File: src/rtl/reg_bank_pkg.sv
// Shared types and sizes for the 8-entry write-side register bank.
package reg_bank_pkg;

  localparam int unsigned NUM_REGS = 8;
  localparam int unsigned ADDR_W   = 3;

  typedef enum logic [0:0] {
    IDLE  = 1'b0,
    CLEAR = 1'b1
  } bank_state_t;

endpackage

File: src/rtl/reg_bank_8_write_port_decoder.sv
// 1-of-8 address decoder producing a one-hot write strobe when enabled.
module decoder_3_to_8
  import reg_bank_pkg::*;
(
  input  logic [ADDR_W-1:0]   addr,
  input  logic                en,
  output logic [NUM_REGS-1:0] strobe_c
);

  always_comb begin
    strobe_c = '0;
    if (en) strobe_c[addr] = 1'b1;
  end

endmodule

File: src/rtl/reg_bank_8_write_port.sv
// Eight N-bit registers with handshaked, protectable writes, dirty tracking
// and a one-register-per-cycle clear-all sweep.
module reg_bank_8_write_port
  import reg_bank_pkg::*;
#(
  parameter int unsigned N = 16
) (
  input  logic          Clock,
  input  logic          Resetn,
  input  logic          WrValid,
  output logic          WrReady,
  input  logic [2:0]    WrAddr,
  input  logic [N-1:0]  WrData,
  input  logic [7:0]    WrProt,
  input  logic          ClearReq,
  output logic          ClearBusy,
  output logic          ClrDone,
  output logic          WrAck,
  output logic          WrErr,
  output logic [7:0]    Dirty,
  output logic [N-1:0]  R0,
  output logic [N-1:0]  R1,
  output logic [N-1:0]  R2,
  output logic [N-1:0]  R3,
  output logic [N-1:0]  R4,
  output logic [N-1:0]  R5,
  output logic [N-1:0]  R6,
  output logic [N-1:0]  R7
);

  bank_state_t         state;
  bank_state_t         state_nxt;
  logic [ADDR_W-1:0]   cnt;
  logic [N-1:0]        regs [NUM_REGS];
  logic [NUM_REGS-1:0] dirty_q;
  logic [NUM_REGS-1:0] wr_strb;
  logic [NUM_REGS-1:0] clr_strb;

  logic ready_int;
  logic accept;
  logic prot_hit;
  logic wr_en;
  logic sweep_en;
  logic sweep_last;

  // Handshake and write qualification
  assign ready_int  = (state == IDLE) && !ClearReq;
  assign accept     = WrValid && ready_int;
  assign prot_hit   = WrProt[WrAddr];
  assign wr_en      = accept && !prot_hit;
  assign sweep_en   = (state == CLEAR);
  assign sweep_last = sweep_en && (cnt == ADDR_W'(NUM_REGS - 1));

  assign WrReady   = ready_int;
  assign ClearBusy = sweep_en;

  always_ff @(posedge Clock or negedge Resetn) begin
    if (!Resetn) state <= IDLE;
    else         state <= state_nxt;
  end

  always_comb begin
    state_nxt = state;
    case (state)
      IDLE:    if (ClearReq) state_nxt = CLEAR;
      CLEAR:   if (sweep_last) state_nxt = IDLE;
      default: state_nxt = IDLE;
    endcase
  end

  // Sweep index restarts at zero every time CLEAR is entered
  always_ff @(posedge Clock or negedge Resetn) begin
    if (!Resetn)       cnt <= '0;
    else if (sweep_en) cnt <= cnt + ADDR_W'(1);
    else               cnt <= '0;
  end

  always_ff @(posedge Clock or negedge Resetn) begin
    if (!Resetn) begin
      WrAck   <= 1'b0;
      WrErr   <= 1'b0;
      ClrDone <= 1'b0;
    end else begin
      WrAck   <= wr_en;
      WrErr   <= accept && prot_hit;
      ClrDone <= sweep_last;
    end
  end

  decoder_3_to_8 u_wr_dec (
    .addr     (WrAddr),
    .en       (wr_en),
    .strobe_c (wr_strb)
  );

  decoder_3_to_8 u_clr_dec (
    .addr     (cnt),
    .en       (sweep_en),
    .strobe_c (clr_strb)
  );

  // Sweep and write strobes are mutually exclusive by FSM state
  for (genvar k = 0; k < NUM_REGS; k++) begin : g_reg
    always_ff @(posedge Clock or negedge Resetn) begin
      if (!Resetn) begin
        regs[k]    <= '0;
        dirty_q[k] <= 1'b0;
      end else if (clr_strb[k]) begin
        regs[k]    <= '0;
        dirty_q[k] <= 1'b0;
      end else if (wr_strb[k]) begin
        regs[k]    <= WrData;
        dirty_q[k] <= 1'b1;
      end
    end
  end

  assign Dirty = dirty_q;
  assign R0 = regs[0];
  assign R1 = regs[1];
  assign R2 = regs[2];
  assign R3 = regs[3];
  assign R4 = regs[4];
  assign R5 = regs[5];
  assign R6 = regs[6];
  assign R7 = regs[7];

endmodule

File: config.mk
export PLATFORM = sky130hd
export DESIGN_NAME = reg_bank_8_write_port
export DESIGN_NICKNAME = d
export VERILOG_FILES = /design/src/rtl/reg_bank_pkg.sv /design/src/rtl/reg_bank_8_write_port_decoder.sv /design/src/rtl/reg_bank_8_write_port.sv
export SDC_FILE = /design/constraint.sdc
export NUM_CORES = 1
export LEC_CHECK = 0
export ABC_CLOCK_PERIOD_IN_PS = 1700
export BUFFER_PORTS_ARGS = -buffer_cell sky130_fd_sc_hd__buf_2
export CAP_MARGIN = 10
export CORE_AREA = 2 2 99 139
export DETAILED_ROUTE_END_ITERATION = 7
export DIE_AREA = 0 0 101 141
export GPL_TIMING_DRIVEN = 0
export PLACE_DENSITY_LB_ADDON = 0.2
export RECOVER_POWER = 100
export SLEW_MARGIN = 5
export SYNTH_ARGS = -nofsm -noshare
export SYNTH_HDL_FRONTEND = slang
export SYNTH_SLANG_ARGS = --single-unit
File: constraint.sdc
create_clock -name Clock -period 1.7 [get_ports Clock]
set_clock_uncertainty 0.05 [all_clocks]
set_input_delay 0.17 -clock Clock [delete_from_list [all_inputs] [get_ports Clock]]
set_output_delay 0.17 -clock Clock [all_outputs]
set_load 0.005 [all_outputs]
==> flow_metrics.py <==
metrics = {
    "run_status": {
        "outcome": "finished with violations",
        "violations": "setup timing",
    },
    "placement": {
        "port_buffers": 170,
        "place_congestion": 0.783,
        "dp_hpwl_um": 10900,
    },
    "timing": {
        "worst-slew-pin-transition_ns": 1.27,
        "setup_viol": 95,
        "max_clock_freq_ghz": 0.527,
        "rsz0062_at_grt": "yes",
        "fin_crit_ns": 1.90,
        "hold_slack_ns": 0.00221,
        "fin_ws_ns": -0.197,
        "hold_viol_final": 0,
        "fin_crit_sh": 1.12,
        "drv_slew": 0,
        "relSlewSlack": 0.151,
    },
    "synthesis": {
        "synth.yosys.warnings": 0,
        "synth.distinct_cells": 30,
        "synthesis.area_um2": 6000,
        "synth-seq-cells": 143,
        "synth_top_area_cell": "dfrtp_1",
        "synth-seq-area-share": 0.597,
        "postSynthAreaPerCell_um2": 11.9,
        "synthDominantCellAreaShare": 0.597,
        "yosys-top-cells-area": "dfrtp_1, mux2i_1, nand2_1, buf_6, inv_1",
        "syn-instance-count": 502,
        "synthesis.nets": 535,
    },
    "setup_path": {
        "cp_max_fo": 10,
        "cp-start-kind": "flip-flop",
        "rr_worst_depth": 5,
        "worstPathArrival_ns": 2.12,
        "cp.required_ns": 1.93,
        "crit_type": "flip-flop to flip-flop",
        "end_kind": "flip-flop",
    },
    "routing": {
        "num_vias": 4467,
        "wl_per_cell_um": 17.7,
        "drtPass1Iterations": 4,
        "drcViolationCount": 0,
        "first_iter_violations": 130,
        "drt.antenna.violating_nets": 0,
        "detail_route.wirelength_um": 15600,
        "viasPerCell": 5.06,
    },
    "grt": {
        "overflow": 0,
        "track_usage": 0.227,
        "grt_max_degree": 91,
        "antenna_found_initial": 0,
        "grt_pass1_vias": 4534,
        "grt_first_pass_wirelength_um": 24500,
    },
    "die": {
        "fp-row-count": 50,
        "core_um2": 13100,
        "num_io_pins": 172,
        "die_w_um": 101,
        "start_util": 0.456,
        "die_area_um2": 14200,
        "dieHeight_um": 141,
    },
    "pwr": {
        "p_leak_nw": 4.91,
        "power_density_nw_per_um2": 1420,
        "peakVddDrop_mv": 0.934,
    },
    "clock_network": {
        "cts_max_path_buffers": 2,
        "cts-htree-levels": 4,
        "cts-buffers-inserted": 17,
        "cts_num_sinks": 143,
        "cts_tree": "done",
        "root_buffer": "clkbuf_16",
        "clk_latency_ns": 0.41,
        "clk_pin_slew_ns": 0.06,
    },
    "layout": {
        "syn_to_final_growth_pct": 37.2,
        "num-fill-cells": 1084,
        "fin_util": 0.626,
        "nets": 749,
        "final_layout_size_suffix_gt1_frac": 0.376,
        "antenna_cells": 0,
    },
    "job": {
        "drv_cap": 0,
    },
    "worst_hold_path": {
        "hp-class": "input pin to flip-flop",
        "hold_path_depth": 3,
    },
}
-- power by group --
part           internal, mW  leakage, nW  switching (mW)  total (mW)
combinational          1.41         2.65            1.58        2.99
sequential             4.23         1.96           0.464        4.70
clock                  2.61        0.300            1.39        4.00
total                  8.26         4.91            3.43        11.7
-- area by class of cell --
type | count | area (µm²) | area share
plain buffers | 26 | 265 | 0.0322
clock buffers | 18 | 439 | 0.0534
clock inverters | 11 | 191 | 0.0233
flip-flops and latches | 143 | 3580 | 0.435
multi-input cells | 304 | 2230 | 0.272
well taps | 156 | 195 | 0.0237
repair buffers | 202 | 1240 | 0.151
inverters | 22 | 82.6 | 0.0100
-- stage by stage --
stage / area, µm² / power (mW) / cells / setup slack (ns) / setup TNS (ns)
2_1_floorplan: 6070 / 6.11 / 502 / -0.141 / -6.60
3_3_place_gp: 7110 / 7.39 / 828 / -1.49 / -238.66
3_5_place_dp: 7150 / 7.52 / 829 / -0.514 / -32.86
4_1_cts: 8190 / 11.7 / 881 / -0.215 / -13.70
5_1_grt: 8230 / 12.4 / 882 / -0.250 / -39.48
6_report: 8230 / 11.7 / 882 / -0.197 / -13.23
-- cell families after synthesis --
group	Yosys count	share of synthesized area
AO/OA/AOI/OAI	11	0.0138
adder cells (fa/ha/maj)	2	0.00417
buffers and inverters	55	0.0463
flip-flops	143	0.597
multiplexers	132	0.221
AND/OR/NAND/NOR	159	0.119
-- layout by cell type, fill, tap and decap left out, types with 3 or more instances in the layout --
cell        count
nand2_1       129
a21boi_2        3
clkbuf_2        6
buf_2         170
buf_4          21
inv_1          22
clkbuf_16      17
clkbuf_1        3
bufinv_16       5
or3_4           5
mux2i_1       130
buf_6          12
buf_16          4
buf_12          8
nand4b_1        3
clkbuf_8        4
clkinvlp_4      3
dfrtp_1       142
a21boi_1        3
and2_1          3
-- sequential cells by signal (all words and copies together), names as in the netlist, 3 cells and up --
name   cells
R7        16
R5        16
Dirty      8
R6        16
cnt        3
R1        16
R2        16
R0        16
R3        16
R4        16
-- timing repair --
action                     in CTS  in global routing
gates cloned                    3                  0
hold buffers                    1                  0
setup endpoints to repair     130                116
hold endpoints to repair       53                  0
setup buffers                  22                  5
pin swaps                       8                  3
gates resized for setup        37                 12
-- final timing paths --
path	slack, ns	from	end
max	-0.20	ClearBusy$_DFF_PN0_	R4[13]$_DFFE_PN0P_
min	0.002	ClearReq	ClearBusy$_DFF_PN0_
max reg2reg	-0.20	ClearBusy$_DFF_PN0_	R4[13]$_DFFE_PN0P_
min reg2reg	0.44	Dirty[6]$_DFFE_PN0P_	Dirty[6]$_DFFE_PN0P_
max in group asynchronous	0.03	Resetn	R3[1]$_DFFE_PN0P_
min in group asynchronous	0.52	Resetn	R6[9]$_DFFE_PN0P_
-- layer usage --
| metal | GRT usage | vias up | wire (µm) |
|---|---|---|---|
| met5 | 0 | - | 0 |
| met2 | 0.392 | 148 | 8210 |
| met1 | 0.278 | 2202 | 6280 |
| li1 | - | 2090 | - |
| met4 | 0.0754 | 0 | 369 |
| met3 | 0.0535 | 27 | 742 |
-- synth_stat cells, drive strengths merged --
cell type and n:
a21boi 6, a21oi 1, a2bb2oi 1, and2 3
and3b 1, buf 15, clkbuf 18, dfrtp 143
ha 2, inv 22, mux2 1, mux2i 131
nand2 129, nand2b 2, nand4 1, nand4b 3
nand4bb 4, nor2 3, nor2b 1, nor4 1
nor4b 1, o21a 2, o22a 1, or2 1
or3 6, or3b 1, or4b 2
-- worst max-delay path, cell delays in order (launching register included) --
cell and delay [ns]:
dfrtp_2 0.43, or4b_4 0.54, or3_1 0.33, buf_6 0.15, buf_12 0.14, mux2i_1 0.12
(Power assumes the default switching activity.)
